--- src/rtl/hazard_scoreboard_unit.sv ---
// Hazard/scoreboard control for a 5-stage in-order core with long-latency loads and MDU ops.
// Optional performance counters are built when HAZARD_PERF_EN is defined.
package riscv_pkg;
  localparam int REG_ADDR_WIDTH = 5;
endpackage

module hazard_scoreboard_unit
  import riscv_pkg::*;
#(
  parameter int NUM_REGS        = 32,
  parameter int MDU_LATENCY     = 4,
  parameter int MAX_OUTSTANDING = 4,
  parameter int CNT_WIDTH       = 32
) (
  input  logic                      clk,
  input  logic                      rst_n,
  input  logic                      id_valid,
  input  logic [REG_ADDR_WIDTH-1:0] id_rs1_addr,
  input  logic [REG_ADDR_WIDTH-1:0] id_rs2_addr,
  input  logic                      id_rs1_used,
  input  logic                      id_rs2_used,
  input  logic [REG_ADDR_WIDTH-1:0] id_rd_addr,
  input  logic                      id_rd_we,
  input  logic                      id_is_load,
  input  logic                      id_is_mdu,
  input  logic                      ex_branch_taken,
  input  logic                      mem_busy,
  input  logic                      wb_valid,
  input  logic                      wb_we,
  input  logic [REG_ADDR_WIDTH-1:0] wb_rd_addr,
  output logic                      pc_stall,
  output logic                      if_id_stall,
  output logic                      if_id_flush,
  output logic                      id_ex_stall,
  output logic                      id_ex_flush,
  output logic                      ex_mem_stall,
  output logic                      ex_mem_flush,
  output logic                      mem_wb_stall,
  output logic                      mem_wb_flush,
  output logic                      pc_redirect_en,
  output logic                      issue_fire,
  output logic [CNT_WIDTH-1:0]      sb_stall_cnt,
  output logic [CNT_WIDTH-1:0]      mem_stall_cnt,
  output logic [CNT_WIDTH-1:0]      flush_cnt
);

  localparam int OUT_W = $clog2(MAX_OUTSTANDING + 1);
  localparam int MDU_W = $clog2(MDU_LATENCY + 1);

  logic [NUM_REGS-1:0] pending_q, pending_d, wb_clr_mask, pending_eff;
  logic [OUT_W-1:0]    outstanding_q, outstanding_d;
  logic [MDU_W-1:0]    mdu_cnt_q, mdu_cnt_d;
  logic                wb_clr, full, sb_haz, mdu_busy, sb_set, sb_stall_now;

  // Handshake: an ID instruction advances exactly when issue_fire is high; there is no
  // separate ready, so every pipeline enable below is derived from the same priority chain.
  always_comb begin
    wb_clr      = wb_valid && wb_we && pending_q[wb_rd_addr];
    wb_clr_mask = '0;
    if (wb_clr) wb_clr_mask[wb_rd_addr] = 1'b1;
    // Register file is write-first, so a same-cycle WB clear already counts as resolved.
    pending_eff = pending_q & ~wb_clr_mask;
    full        = (outstanding_q - OUT_W'(wb_clr)) == OUT_W'(MAX_OUTSTANDING);
    sb_haz      = id_valid &&
                  ((id_rs1_used && (id_rs1_addr != '0) && pending_eff[id_rs1_addr]) ||
                   (id_rs2_used && (id_rs2_addr != '0) && pending_eff[id_rs2_addr]) ||
                   (id_rd_we    && (id_rd_addr  != '0) && pending_eff[id_rd_addr])  ||
                   ((id_is_load || id_is_mdu) && full));
    mdu_busy     = mdu_cnt_q != '0;
    issue_fire   = id_valid && !sb_haz && !mem_busy && !mdu_busy && !ex_branch_taken;
    sb_set       = issue_fire && id_rd_we && (id_rd_addr != '0) && (id_is_load || id_is_mdu);
    sb_stall_now = 1'b0;

    pc_stall       = 1'b0;
    if_id_stall    = 1'b0;
    if_id_flush    = 1'b0;
    id_ex_stall    = 1'b0;
    id_ex_flush    = 1'b0;
    ex_mem_stall   = 1'b0;
    ex_mem_flush   = 1'b0;
    mem_wb_stall   = 1'b0;
    mem_wb_flush   = 1'b0;
    pc_redirect_en = 1'b0;
    if (mem_busy) begin
      pc_stall     = 1'b1;
      if_id_stall  = 1'b1;
      id_ex_stall  = 1'b1;
      ex_mem_stall = 1'b1;
      mem_wb_flush = 1'b1;
    end else if (mdu_busy) begin
      pc_stall     = 1'b1;
      if_id_stall  = 1'b1;
      id_ex_stall  = 1'b1;
      ex_mem_flush = 1'b1;
    end else if (ex_branch_taken) begin
      if_id_flush    = 1'b1;
      id_ex_flush    = 1'b1;
      pc_redirect_en = 1'b1;
    end else if (sb_haz) begin
      pc_stall     = 1'b1;
      if_id_stall  = 1'b1;
      id_ex_flush  = 1'b1;
      sb_stall_now = 1'b1;
    end

    // Set wins over a same-register clear; the count then nets to unchanged.
    pending_d = pending_eff;
    if (sb_set) pending_d[id_rd_addr] = 1'b1;
    outstanding_d = outstanding_q;
    if (sb_set && !wb_clr && (outstanding_q != OUT_W'(MAX_OUTSTANDING)))
      outstanding_d = outstanding_q + OUT_W'(1);
    else if (wb_clr && !sb_set && (outstanding_q != '0))
      outstanding_d = outstanding_q - OUT_W'(1);

    mdu_cnt_d = mdu_cnt_q;
    if (issue_fire && id_is_mdu) mdu_cnt_d = MDU_W'(MDU_LATENCY - 1);
    else if (mdu_busy && !mem_busy) mdu_cnt_d = mdu_cnt_q - MDU_W'(1);
  end

  always_ff @(posedge clk) begin
    if (!rst_n) begin
      pending_q     <= '0;
      outstanding_q <= '0;
      mdu_cnt_q     <= '0;
    end else begin
      pending_q     <= pending_d;
      outstanding_q <= outstanding_d;
      mdu_cnt_q     <= mdu_cnt_d;
    end
  end

`ifdef HAZARD_PERF_EN
  logic [CNT_WIDTH-1:0] sb_stall_cnt_q, sb_stall_cnt_d;
  logic [CNT_WIDTH-1:0] mem_stall_cnt_q, mem_stall_cnt_d;
  logic [CNT_WIDTH-1:0] flush_cnt_q, flush_cnt_d;

  // All three counters saturate at all-ones rather than wrapping.
  always_comb begin
    sb_stall_cnt_d  = sb_stall_cnt_q;
    mem_stall_cnt_d = mem_stall_cnt_q;
    flush_cnt_d     = flush_cnt_q;
    if (sb_stall_now && (sb_stall_cnt_q != '1))
      sb_stall_cnt_d = sb_stall_cnt_q + CNT_WIDTH'(1);
    if (mem_busy && (mem_stall_cnt_q != '1))
      mem_stall_cnt_d = mem_stall_cnt_q + CNT_WIDTH'(1);
    if (pc_redirect_en && (flush_cnt_q != '1))
      flush_cnt_d = flush_cnt_q + CNT_WIDTH'(1);
  end

  always_ff @(posedge clk) begin
    if (!rst_n) begin
      sb_stall_cnt_q  <= '0;
      mem_stall_cnt_q <= '0;
      flush_cnt_q     <= '0;
    end else begin
      sb_stall_cnt_q  <= sb_stall_cnt_d;
      mem_stall_cnt_q <= mem_stall_cnt_d;
      flush_cnt_q     <= flush_cnt_d;
    end
  end

  assign sb_stall_cnt  = sb_stall_cnt_q;
  assign mem_stall_cnt = mem_stall_cnt_q;
  assign flush_cnt     = flush_cnt_q;
`else
  logic unused_perf;
  assign unused_perf   = sb_stall_now;
  assign sb_stall_cnt  = '0;
  assign mem_stall_cnt = '0;
  assign flush_cnt     = '0;
`endif

endmodule

--- config.mk ---
export PLATFORM = sky130hd
export DESIGN_NAME = hazard_scoreboard_unit
export DESIGN_NICKNAME = d
export VERILOG_FILES = /design/src/rtl/hazard_scoreboard_unit.sv
export SDC_FILE = /design/constraint.sdc
export NUM_CORES = 1
export LEC_CHECK = 0
export BUFFER_PORTS_ARGS = -buffer_cell sky130_fd_sc_hd__buf_2
export CAP_MARGIN = 20
export CORE_MARGIN = 1.5
export CORE_UTILIZATION = 58
export CTS_CLUSTER_SIZE = 24
export DETAILED_ROUTE_END_ITERATION = 7
export PLACE_DENSITY = 0.89
export SYNTH_ARGS = -nofsm -noshare
export SYNTH_HDL_FRONTEND = slang
export SYNTH_SLANG_ARGS = --single-unit
--- constraint.sdc ---
create_clock -name clk -period 8 [get_ports clk]
set_input_delay 0.4 -clock clk [delete_from_list [all_inputs] [get_ports clk]]
set_output_delay 0.4 -clock clk [all_outputs]
set_load 0.1 [all_outputs]
Word level (Yosys, flattened, before mapping)
Cells that the tools add are included.

Register bits after elaboration: 38. Input bits: 32. Word-level logic and storage cells: 95.

Add/sub/neg operators: 4. Order comparisons: 6. Equal/unequal tests: 2. Muxes and demuxes: 32. Bitwise logic cells: 4. Reduce and logical (&&, ||, !) cells: 43.

Operators by type and width (count): $mux W32 (2); $and A32 B32 Y32 (1); $not A32 Y32 (1); $or A32 B32 Y32 (1); $logic_and A1 B1 Y1 (25); $lt A5 B6 Y1 const B (4); $bmux W1 S5 (4); $mux W1 (20); $reduce_bool A5 Y1 (3); $demux W1 S5 (2); $ge A5 B1 Y1 const B (2); $logic_not A1 Y1 (6); $mux W3 (2); $reduce_bool A3 Y1 (2); $sub A3 B1 Y3 const B (2); $logic_or A1 B1 Y1 (4); $mux W2 (2); $reduce_bool A2 Y1 (2); $add A3 B1 Y3 const B (1); $eq A3 B3 Y1 const B (1); $ne A3 B3 Y1 const B (1); $sub A3 B1 Y3 (1); $reduce_or A2 Y1 (1); $not A1 Y1 (1).

Logic depth before layout (Yosys ltp)
Word-level depth: 27. Depth in mapped cells: 22. Mapped depth without buffers: 20.

Worst setup path before layout
No wires, ideal clock.

Path kind: input to output. From: input wb_rd_addr[1]. To: output pc_stall. Data arrival time: 5.902 ns. Data required time: 7.600 ns. Slack: 1.698 ns. Cell stages on the path: 18. Buffers on the path: 2. Cells stage by stage: buf_2 > mux4_2 > nor2b_1 > or4_4 > a21oi_1 > nand2b_1 > nand3_1 > inv_2 > ha_1 > xnor2_1 > nor4b_1 > nor4_1 > nand4_1 > a21oi_1 > nand4bb_1 > nor2b_1 > o21ai_0 > buf_4.

Word-level cells in the longest chain between the ends: 18. Elaborated cells on any way between the ends: 31. Those cells by class: add/sub: 1; order compare: 2; eq/ne: 1; mux: 15; bitwise: 2; reduce/logical: 10.

RTL lines: start, declared (RTL line 30) `input logic [REG_ADDR_WIDTH-1:0] wb_rd_addr,`; $lt A5 B6 Y1 (not written as such) or $ge A5 B1 Y1 (tied branches) (RTL line 60) `if (wb_clr) wb_clr_mask[wb_rd_addr] = 1'b1;`; $logic_and A1 B1 Y1 (not written as such) (RTL line 60); $mux W1 (not written as such) (RTL line 60); $demux W1 S5 (RTL line 60); $mux W32 (RTL line 60); $not A32 Y32 (RTL line 62) `pending_eff = pending_q & ~wb_clr_mask;`; $and A32 B32 Y32 (RTL line 62); $bmux W1 S5 (on tied branches) (RTL line 65, 66); $mux W1 (on tied branches) (RTL line 65, 66); $logic_and A1 B1 Y1 (on tied branches) (RTL line 65, 66); $logic_or A1 B1 Y1 (RTL line 65) `((id_rs1_used && (id_rs1_addr != '0) && pending_eff[id_rs1_addr]) ||`; $logic_or A1 B1 Y1 (RTL line 66) `(id_rs2_used && (id_rs2_addr != '0) && pending_eff[id_rs2_addr]) ||`; $logic_or A1 B1 Y1 (*) (RTL line 67) `(id_rd_we && (id_rd_addr != '0) && pending_eff[id_rd_addr]) ||`; $logic_and A1 B1 Y1 (*) (RTL line 64) `sb_haz = id_valid &&`; $mux W1 (*) (4 in series); end, declared (RTL line 31) `output logic pc_stall,`.

Mark *: on every way between the ends. The rest lies on a longest branch, timed or not. The select of a mux whose other input is x is not followed.

Worst setup path in the final report
From: input wb_rd_addr[1]. To: register outstanding_q[2].

Word-level cells in the longest chain between the ends: 26. Elaborated cells on any way between the ends: 43. Those cells by class: add/sub: 1; order compare: 2; eq/ne: 1; mux: 12; bitwise: 2; reduce/logical: 25.

RTL lines: $lt A5 B6 Y1 (not written as such) or $ge A5 B1 Y1 (tied branches) (RTL line 60); $logic_and A1 B1 Y1 (not written as such) (RTL line 60); $mux W1 (not written as such) (RTL line 60); $demux W1 S5 (RTL line 60); $mux W32 (RTL line 60); $not A32 Y32 (RTL line 62); $and A32 B32 Y32 (RTL line 62); $bmux W1 S5 (on tied branches) (RTL line 65, 66); (+4 left out); $logic_or A1 B1 Y1 (RTL line 67); $logic_and A1 B1 Y1 (RTL line 64); $logic_not A1 Y1 (RTL line 70) `issue_fire = id_valid && !sb_haz && !mem_busy && !mdu_busy && !ex_branch_taken;`; $logic_and A1 B1 Y1 (4 in series) (RTL line 70); $logic_and A1 B1 Y1 (3 in series) (RTL line 71) `sb_set = issue_fire && id_rd_we && (id_rd_addr != '0) && (id_is_load || id_is_mdu);`; $logic_not A1 Y1 (RTL line 112) `else if (wb_clr && !sb_set && (outstanding_q != '0))`; $logic_and A1 B1 Y1 (2 in series) (RTL line 112); $reduce_bool A2 Y1 (no source line); end signal, assigned (RTL line 127) `outstanding_q <= outstanding_d;`; end, declared (RTL line 51) `logic [OUT_W-1:0] outstanding_q, outstanding_d;`.

Parallel ways exist; a longest one is shown, timed or not. The select of a mux whose other input is x is not followed. A chain may end at the register's enable or synchronous reset.

==> reports/results.txt <==
Net Sw Frac = 0.550
Critical path class = in -> reg
Dpl hpwl = 10900 um
Final Hold Slack = 0.452 ns
Clk Latency, worst-skew pair = 0.30 ns
Clock buffer depth = 2
Post-place instance area = 4530 sq um
Initial Util = 0.610
Syn Inst Count = 634
Setup violations, final = 0
Share of post-route cells with drive strength above 1 = 0.128
Yosys warns = 0
Antenna Cells = 0
Num rows = 32
P&R area growth vs syn = -2.40%
DRT Pass-1 Iters = 6
Die ar. = 8810 sq um
CP max FO = 27
Critical Path, Cell by Cell = buf_2 > mux4_2 > nor2b_1 > or4_4 > a21oi_1 > nand2b_1 > nand3_1 > inv_2 > ha_1 > xnor2_1 > nor4b_1 > nor4_1 > nand4_1 > a21oi_1 > nand4_1 > a211o_1 > fa_1 > or3_1 > mux4_2 > nor2b_1
Clock share of power = 0.242
Post-route setup slack = 2.62 ns
Total GRT Usage = 0.336
Synth Area in Adders = 0.0120
Synth area leader = buf_4
Inserted Clock Buffers = 5
Core ar. = 7850 sq um
Synth top area share = 0.160
H-tree depth = 2
Critical path buffers and inverters = 2
Unrepaired setup endpoints after global routing = no
DRT iter0 DRCs = 650
Clock Tree Root = clkbuf_8
Via Count = 4836
CP delay by family, top = simple AND/OR/NAND/NOR gates
Buffers on Ports = 41
DR WL/cell = 20.1 um
Internal power = 0.000388 W
TritonCTS clock tree = done
Synth Area in Simple Gates = 0.266
Yosys reg bits = 38
Synth Area per Inst = 7.55 sq um
Cell types occupying the most area after synthesis = buf_4, dfxtp_1, o31ai_1
Largest net degree at the start of global routing = 44
Clock transition at path regs = 0.09 ns
Startpoint types = input port
Async SR Flop Fraction = 0
Register area share after synthesis = 0.159
CP arrival = 5.62 ns
Final wirelength = 14800 um
Post-Synth XOR/XNOR Area = 0.0165
Nets@finish = 669
Final RePlAce weighted congestion = 1.03
Net Sw Power = 0.000476 W
Peak supply drop = 160 uV
CTS Hold Bufs = 0
Clock sink count = 38
Dominant synthesized flop cell = dfxtp_1
Finished Cell Area = 4670 sq um
Most common cell in the netlist = buf_4
Fin crit share = 0.672
First-pass GRT wire length = 22800 um
CP max stage delay = 0.57 ns
Initial antenna violation count = 0
Post_cts resized = 0
Die height = 93.9 um
Synthesized area = 4790 sq um
Max frequency = 0.186 GHz
Max-cap violations = 0
Number of setup buffers added after CTS = 0
Comb pwr share = 0.527
Worst slack, placed = 2.36 ns
Clock Skew = 0.0110 ns
Hold Path Class = in -> reg
Status = complete, no violations
CP max stage cell = or4_4
Post-route ant nets = 0
Number of top-level pins = 139
Max Slew Vio Count = 0
Drt drc = 0
Multiplexer share of the synthesized area = 0.0962
Number of global-route vias before repair = 4183
Largest family of logic cells by synthesized area = simple AND/OR/NAND/NOR gates
Slew HR = 0.443
Via/cell ratio = 6.57
TNS Setup = 0 ns
Total gr overflow = 0
Final Hold Viols = 0
Number of synthesized flops with an enable pin = 0
Reg power frac = 0.231
Critical Path End Type = register
Compound-Gate Fraction of Synth Area = 0.238
Worst slew pin tran = 0.831 ns
Synth top cells by count = buf_4, nor2_1, dfxtp_1
Worst path required time = 8.24 ns
Min Tclk post-route = 5.38 ns
Die Width = 93.9 um
Leak pwr = 1.80 nW
Power per Cell Area = 185 nW/um^2
Synth cell types = 70
## registers in the layout, indices dropped and copies added (netlist names)
| register | count |
|---|---|
| mdu_cnt_q | 3 |
| outstanding_q | 3 |
| pending_q | 32 |
## final cells by class
class | count | area [sq um]
clock buffers | 6 | 82.6
multi-input cells | 532 | 3370
repair buffers | 43 | 220
inverters | 13 | 48.8
well taps | 102 | 128
clock inverters | 2 | 60.1
fillers | 734 | 3180
flip-flops and latches | 38 | 761
## logic make-up after synthesis
| logic type | after synthesis |
|---|---|
| AO/OA/AOI/OAI | 165 |
| AND/OR/NAND/NOR | 222 |
| adder cells (fa/ha/maj) | 4 |
| multiplexers | 35 |
| buffers and inverters | 160 |
| XOR/XNOR | 9 |
| flip-flops | 38 |
| other | 1 |
## worst reg2reg max path: stages (launching register included)
cell      delay (ns)
dfxtp_1         0.41
mux4_2          0.49
nor2b_1         0.16
or4_4           0.57
a21oi_1         0.17
nand2b_1        0.13
nand3_1         0.31
inv_2           0.17
ha_1            0.23
xnor2_1         0.14
nor4b_1         0.07
nor4_1          0.18
nand4_1         0.13
a21oi_1         0.18
nand4_1         0.18
a211o_1         0.33
fa_1            0.43
or3_1           0.39
mux4_2          0.45
nor2b_1         0.11
## metrics by stage
step	power, W	util	std cells
finish	0.000864	0.595	736
global route	0.000891	0.595	736
CTS	0.000860	0.595	736
detailed placement	0.000654	0.577	728
global placement	0.000649	0.577	728
floorplan	0.000648	-	730
## power groups by stage
stage | clock (W) | combinational [W] | sequential [W]
5_1_grt | 0.000216 | 0.000474 | 0.000201
2_1_floorplan | 0 | 0.000445 | 0.000203
4_1_cts | 0.000210 | 0.000451 | 0.000200
6_report | 0.000209 | 0.000456 | 0.000200
3_3_place_gp | 0 | 0.000445 | 0.000204
3_5_place_dp | 0 | 0.000450 | 0.000204
## routing by layer
layer / share of wire / global-route usage / vias up
li1: - / - / 2132
met1: 0.39 / 0.456 / 2224
met2: 0.43 / 0.511 / 410
met3: 0.13 / 0.0672 / 70
met4: 0.049 / 0.153 / 0
met5: 0 / 0 / -
## layout by cell type (no fill, tap or decap), drive strengths merged, types with 7 or more instances in the layout
cell type	instances
dfxtp	38
o22ai	11
inv	13
nand3	13
or3	12
mux2	8
nor2b	13
nand2	30
o31ai	34
mux2i	19
buf	43
nor2	39
nand2b	13
a211oi	8
and2	29
nand3b	8
nand4	11
nor3b	7
nor3	13
o21ai	35
conb	97
mux4	8
a21oi	26
## path summary, 6_finish.rpt
path,from,endpoint,slack [ns],depth (start not counted)
setup reg to reg,pending_q[3]$_SDFF_PN0_,outstanding_q[2]$_SDFFE_PN0P_,2.73,19
hold / removal,id_is_mdu,mdu_cnt_q[1]$_SDFFE_PN0P_,0.45,3
hold reg to reg,pending_q[0]$_SDFF_PN0_,pending_q[0]$_SDFF_PN0_,0.46,1
setup / recovery,wb_rd_addr[1],outstanding_q[2]$_SDFFE_PN0P_,2.62,20
No activity file was read; power rests on OpenSTA's default activity.
